--- config.mk ---
export PLATFORM = sky130hd
export DESIGN_NAME = race_controller
export DESIGN_NICKNAME = d
export VERILOG_FILES = /design/src/rtl/race_controller.sv
export SDC_FILE = /design/constraint.sdc
export NUM_CORES = 1
export LEC_CHECK = 0
export ABC_AREA = 1
export ABC_CLOCK_PERIOD_IN_PS = 3900
export BUFFER_PORTS_ARGS = -buffer_cell sky130_fd_sc_hd__buf_2
export CORE_UTILIZATION = 46
export CTS_CLUSTER_DIAMETER = 60
export DETAILED_ROUTE_END_ITERATION = 16
export GPL_ROUTABILITY_DRIVEN = 0
export GPL_TIMING_DRIVEN = 0
export PLACE_DENSITY = 0.69
export SKIP_LAST_GASP = 1
export SYNTH_ARGS = -nofsm -noshare
export SYNTH_HDL_FRONTEND = slang
export SYNTH_SLANG_ARGS = --single-unit
--- constraint.sdc ---
create_clock -name clk -period 3.9 [get_ports clk]
set_input_delay 0.195 -clock clk [delete_from_list [all_inputs] [get_ports clk]]
set_output_delay 0.195 -clock clk [all_outputs]
set_load 0.05 [all_outputs]
--- src/rtl/race_controller.sv ---
// Race controller for a two-racer typing game: countdown, then both racers
// burn down a BCD box count; first to reach 00 wins, simultaneous 00 is a tie.
module race_controller #(
  parameter logic [3:0] START_TENS = 4'd3,
  parameter logic [3:0] START_ONES = 4'd2,
  parameter logic [3:0] COUNTDOWN  = 4'd3
) (
  input  logic       clk,
  input  logic       reset,
  input  logic       start,
  input  logic       sec_tick,
  input  logic       player_hit,
  input  logic       pc_hit,
  output logic [3:0] player_q1,
  output logic [3:0] player_q0,
  output logic [3:0] pc_q1,
  output logic [3:0] pc_q0,
  output logic [3:0] count_digit,
  output logic       racing,
  output logic       done,
  output logic [1:0] winner
);

  typedef enum logic [1:0] {IDLE, COUNT, RACE, DONE} state_t;

  state_t     state_q, state_d;
  logic [7:0] player_q, player_d;   // {tens, ones} BCD
  logic [7:0] pc_q, pc_d;
  logic [3:0] count_q, count_d;
  logic       racing_q, racing_d;
  logic       done_q, done_d;
  logic [1:0] winner_q, winner_d;
  logic [7:0] player_next, pc_next;

  // One BCD decrement with borrow; saturates at 00 so a score never wraps.
  function automatic logic [7:0] bcd_dec(input logic [7:0] v);
    if (v == 8'h00)
      return 8'h00;
    else if (v[3:0] != 4'd0)
      return {v[7:4], v[3:0] - 4'd1};
    else
      return {v[7:4] - 4'd1, 4'd9};
  endfunction

  // Next-state and next-output computation; outputs derive from the next state
  // so every output is a flop.
  always_comb begin
    state_d     = state_q;
    player_d    = player_q;
    pc_d        = pc_q;
    count_d     = count_q;
    winner_d    = winner_q;
    player_next = player_q;
    pc_next     = pc_q;
    case (state_q)
      IDLE, DONE: begin
        if (start) begin
          state_d  = COUNT;
          player_d = {START_TENS, START_ONES};
          pc_d     = {START_TENS, START_ONES};
          count_d  = COUNTDOWN;
          winner_d = 2'b00;
        end
      end
      COUNT: begin
        if (sec_tick) begin
          if (count_q <= 4'd1) begin
            count_d = 4'd0;
            state_d = RACE;
          end else begin
            count_d = count_q - 4'd1;
          end
        end
      end
      RACE: begin
        if (player_hit) player_next = bcd_dec(player_q);
        if (pc_hit)     pc_next     = bcd_dec(pc_q);
        player_d = player_next;
        pc_d     = pc_next;
        if ((player_next == 8'h00) || (pc_next == 8'h00)) begin
          state_d  = DONE;
          winner_d = {pc_next == 8'h00, player_next == 8'h00};
        end
      end
      default: state_d = IDLE;
    endcase
    racing_d = (state_d == RACE);
    done_d   = (state_d == DONE);
  end

  // State and output registers with synchronous reset that aborts any race.
  always_ff @(posedge clk) begin
    if (reset) begin
      state_q  <= IDLE;
      player_q <= {START_TENS, START_ONES};
      pc_q     <= {START_TENS, START_ONES};
      count_q  <= COUNTDOWN;
      racing_q <= 1'b0;
      done_q   <= 1'b0;
      winner_q <= 2'b00;
    end else begin
      state_q  <= state_d;
      player_q <= player_d;
      pc_q     <= pc_d;
      count_q  <= count_d;
      racing_q <= racing_d;
      done_q   <= done_d;
      winner_q <= winner_d;
    end
  end

  assign player_q1   = player_q[7:4];
  assign player_q0   = player_q[3:0];
  assign pc_q1       = pc_q[7:4];
  assign pc_q0       = pc_q[3:0];
  assign count_digit = count_q;
  assign racing      = racing_q;
  assign done        = done_q;
  assign winner      = winner_q;

endmodule

==> results.cfg <==
[status]
status = completed

[clock_network]
clock-sinks = 26
cts_root_buffer = clkbuf_8
holdBufCountCts = 0
cts_resized = 0
cts_buffers = 3
worstSkewPairLatency_ns = 0.27
cts_buffer_depth = 2
cts_setup_buffers = 0
clkSlewWorstSetupHoldPaths_ns = 0.09
cts_tree = built
htreeDepth = 1

[floorplanning]
coreArea_sq_um = 3690
num_io_pins = 30
die_h_microns = 64.2
dieArea_sq_um = 4120
placementRows = 22
start_util = 0.482
die_x_microns = 64.2

[timing]
rsz0062_at_grt = false
skew_ns = 0.00548
max_slew_margin = 0.499
tns_ns = 0
hold_violations = 0
finalSetupViolCount = 0
final-max-slew-violation-count = 0
worst_pin_slew_ns = 0.748
fin_crit_sh = 0.574
fmax_mhz = 447
min_period_ns = 2.24

[synthesis]
syn_avg_cell_area_sq_um = 6.68
syn_area_sq_um = 1780
synth_top_area_cell = dfxtp_1
ys.flop_type = dfxtp_1
synth_cell_types = 29
ys_seq_area_frac = 0.293
yosysTopAreaCellShare = 0.293
synth_edf_count = 0
yosys_warnings = 0
synth.area.top_cells = dfxtp_1 (29%), nand2_1 (15%), ha_1 (8.5%)
async_reset_ff_frac = 0
ys_ff_latch = 26
netlist_instances = 266
syn_nets = 284

[route]
drc = 0
wl_per_cell_microns = 11.0
via_count = 1716
avgViaCountPerCell = 4.99
drt-pass1-iter-count = 4
wl_microns = 3800
ant_nets = 0
initialDrtViolationCount = 107

[finish]
fillers = 398
nets = 315
mostFrequentLayoutCells = nand2_1 (73), inv_1 (30), buf_2 (30)
diodes = 0
seq_area_sq_um = 520
multiInputGateArea_sq_um = 1090
drive_above_1_share = 0.209
fin_area_sq_um = 2040
mostFrequentLayoutCell = nand2_1
syn_to_final_growth_pct = 14.7

[setup_path]
critical-path-top-delay-family = simple AND/OR/NAND/NOR gates
slowest_stage = nor2_1
worstPathArrival_ns = 2.38
slowest_delay_ns = 0.58
cp-end-kind = flip-flop
worstPathRequired_ns = 4.05
startpoint_type = flip-flop
critPathKind = flip-flop to flip-flop
worst-path-buf-inv = 3
crit_chain = inv_1 -> ha_1 -> inv_1 -> nor2_1 -> nor2_1 -> nor2_1 -> inv_1 -> nand2_1 -> nand2_1 -> a21oi_1
cp_max_fo = 10

[grt]
grt_max_degree = 16
grt_pass1_wl_microns = 6690
globalRoute.totalOverflow = 0
first_global_vias = 1552
antenna_found_initial = 0
grt_use_total = 0.206

[power]
power.density_nw_per_um2 = 286
ir_worst_vdd_v = 0.000125
leakagePower_nw = 0.954

[run]
maxCapViolations = 0

[placement]
port_buffers = 26
dp_hpwl_microns = 2940
post_dp_cell_area_sq_um = 1970

[min_path]
hp-class = input pin to flip-flop
## report_power, final
group	switching, mW	internal (mW)	total [mW]
Clock	0.0843	0.137	0.222
Combinational	0.0606	0.0242	0.0848
Sequential	0.00504	0.271	0.276
Total	0.150	0.432	0.582
## area by class of cell
| cell class | instances | area share |
|---|---|---|
| Clock buffer | 3 | 0.0203 |
| Timing Repair Buffer | 26 | 0.0638 |
| Multi-Input combinational cell | 198 | 0.537 |
| Tap cell | 48 | 0.0295 |
| Buffer | 6 | 0.0135 |
| Sequential cell | 26 | 0.255 |
| Clock inverter | 1 | 0.0147 |
| Inverter | 36 | 0.0663 |
## final timing paths
kind,startpoint,to,cells after the start,slack [ns]
max reg2reg,state_q[0]$_SDFF_PP0_,winner[1]$_SDFFE_PP0P_,10,1.66
min,start,racing$_SDFF_PP0_,4,0.26
max,state_q[0]$_SDFF_PP0_,winner[1]$_SDFFE_PP0P_,10,1.66
min reg2reg,winner[0]$_SDFFE_PP0P_,winner[0]$_SDFFE_PP0P_,2,0.48
## worst register-to-register path, cell delays in order (launching register included)
cell     delay (ns)
dfxtp_1        0.37
inv_1          0.09
ha_1           0.35
inv_1          0.09
nor2_1         0.08
nor2_1         0.58
nor2_1         0.13
inv_1          0.20
nand2_1        0.10
nand2_1        0.07
a21oi_1        0.05
## cells by family after synthesis
| group | count (synthesis) | synth area share |
|---|---|---|
| simple gates | 142 | 0.392 |
| compound gates | 42 | 0.129 |
| buf+inv | 42 | 0.0916 |
| flops | 26 | 0.293 |
| fa+ha+maj | 12 | 0.0845 |
| xor+xnor | 2 | 0.00986 |
## stage by stage
stage               hold WS, ns  setup slack, ns   util  total power [mW]  cells
floorplan                 0.417             1.86      -             0.348    266
global placement          0.462             1.76  0.533             0.366    340
detailed placement        0.471             1.72  0.533             0.366    340
CTS                       0.254             1.65  0.553             0.587    344
global route              0.322             1.42  0.553             0.614    344
finish                    0.264             1.66  0.553             0.582    344
## per-layer routing
layer,wire [microns],GRT usage,part of all wire
met5,0,0,0
met4,95,0.114,0.025
met3,92,0.0161,0.024
met2,1710,0.324,0.45
met1,1900,0.279,0.50
## synth_stat cells (all sizes together) (2+ instances only)
cell    number
a21oi       19
buf          4
clkbuf       2
dfxtp       26
ha          12
inv         36
nand2       79
nand3       26
nand4        8
nor2        27
o21ai       16
## state kept, by name (all words and copies together), names as in the netlist
signal and cells:
count_digit 4, racing 1, player_q 8, state_q 2
done 1, winner 2, pc_q 8
(Power assumes the default switching activity.)
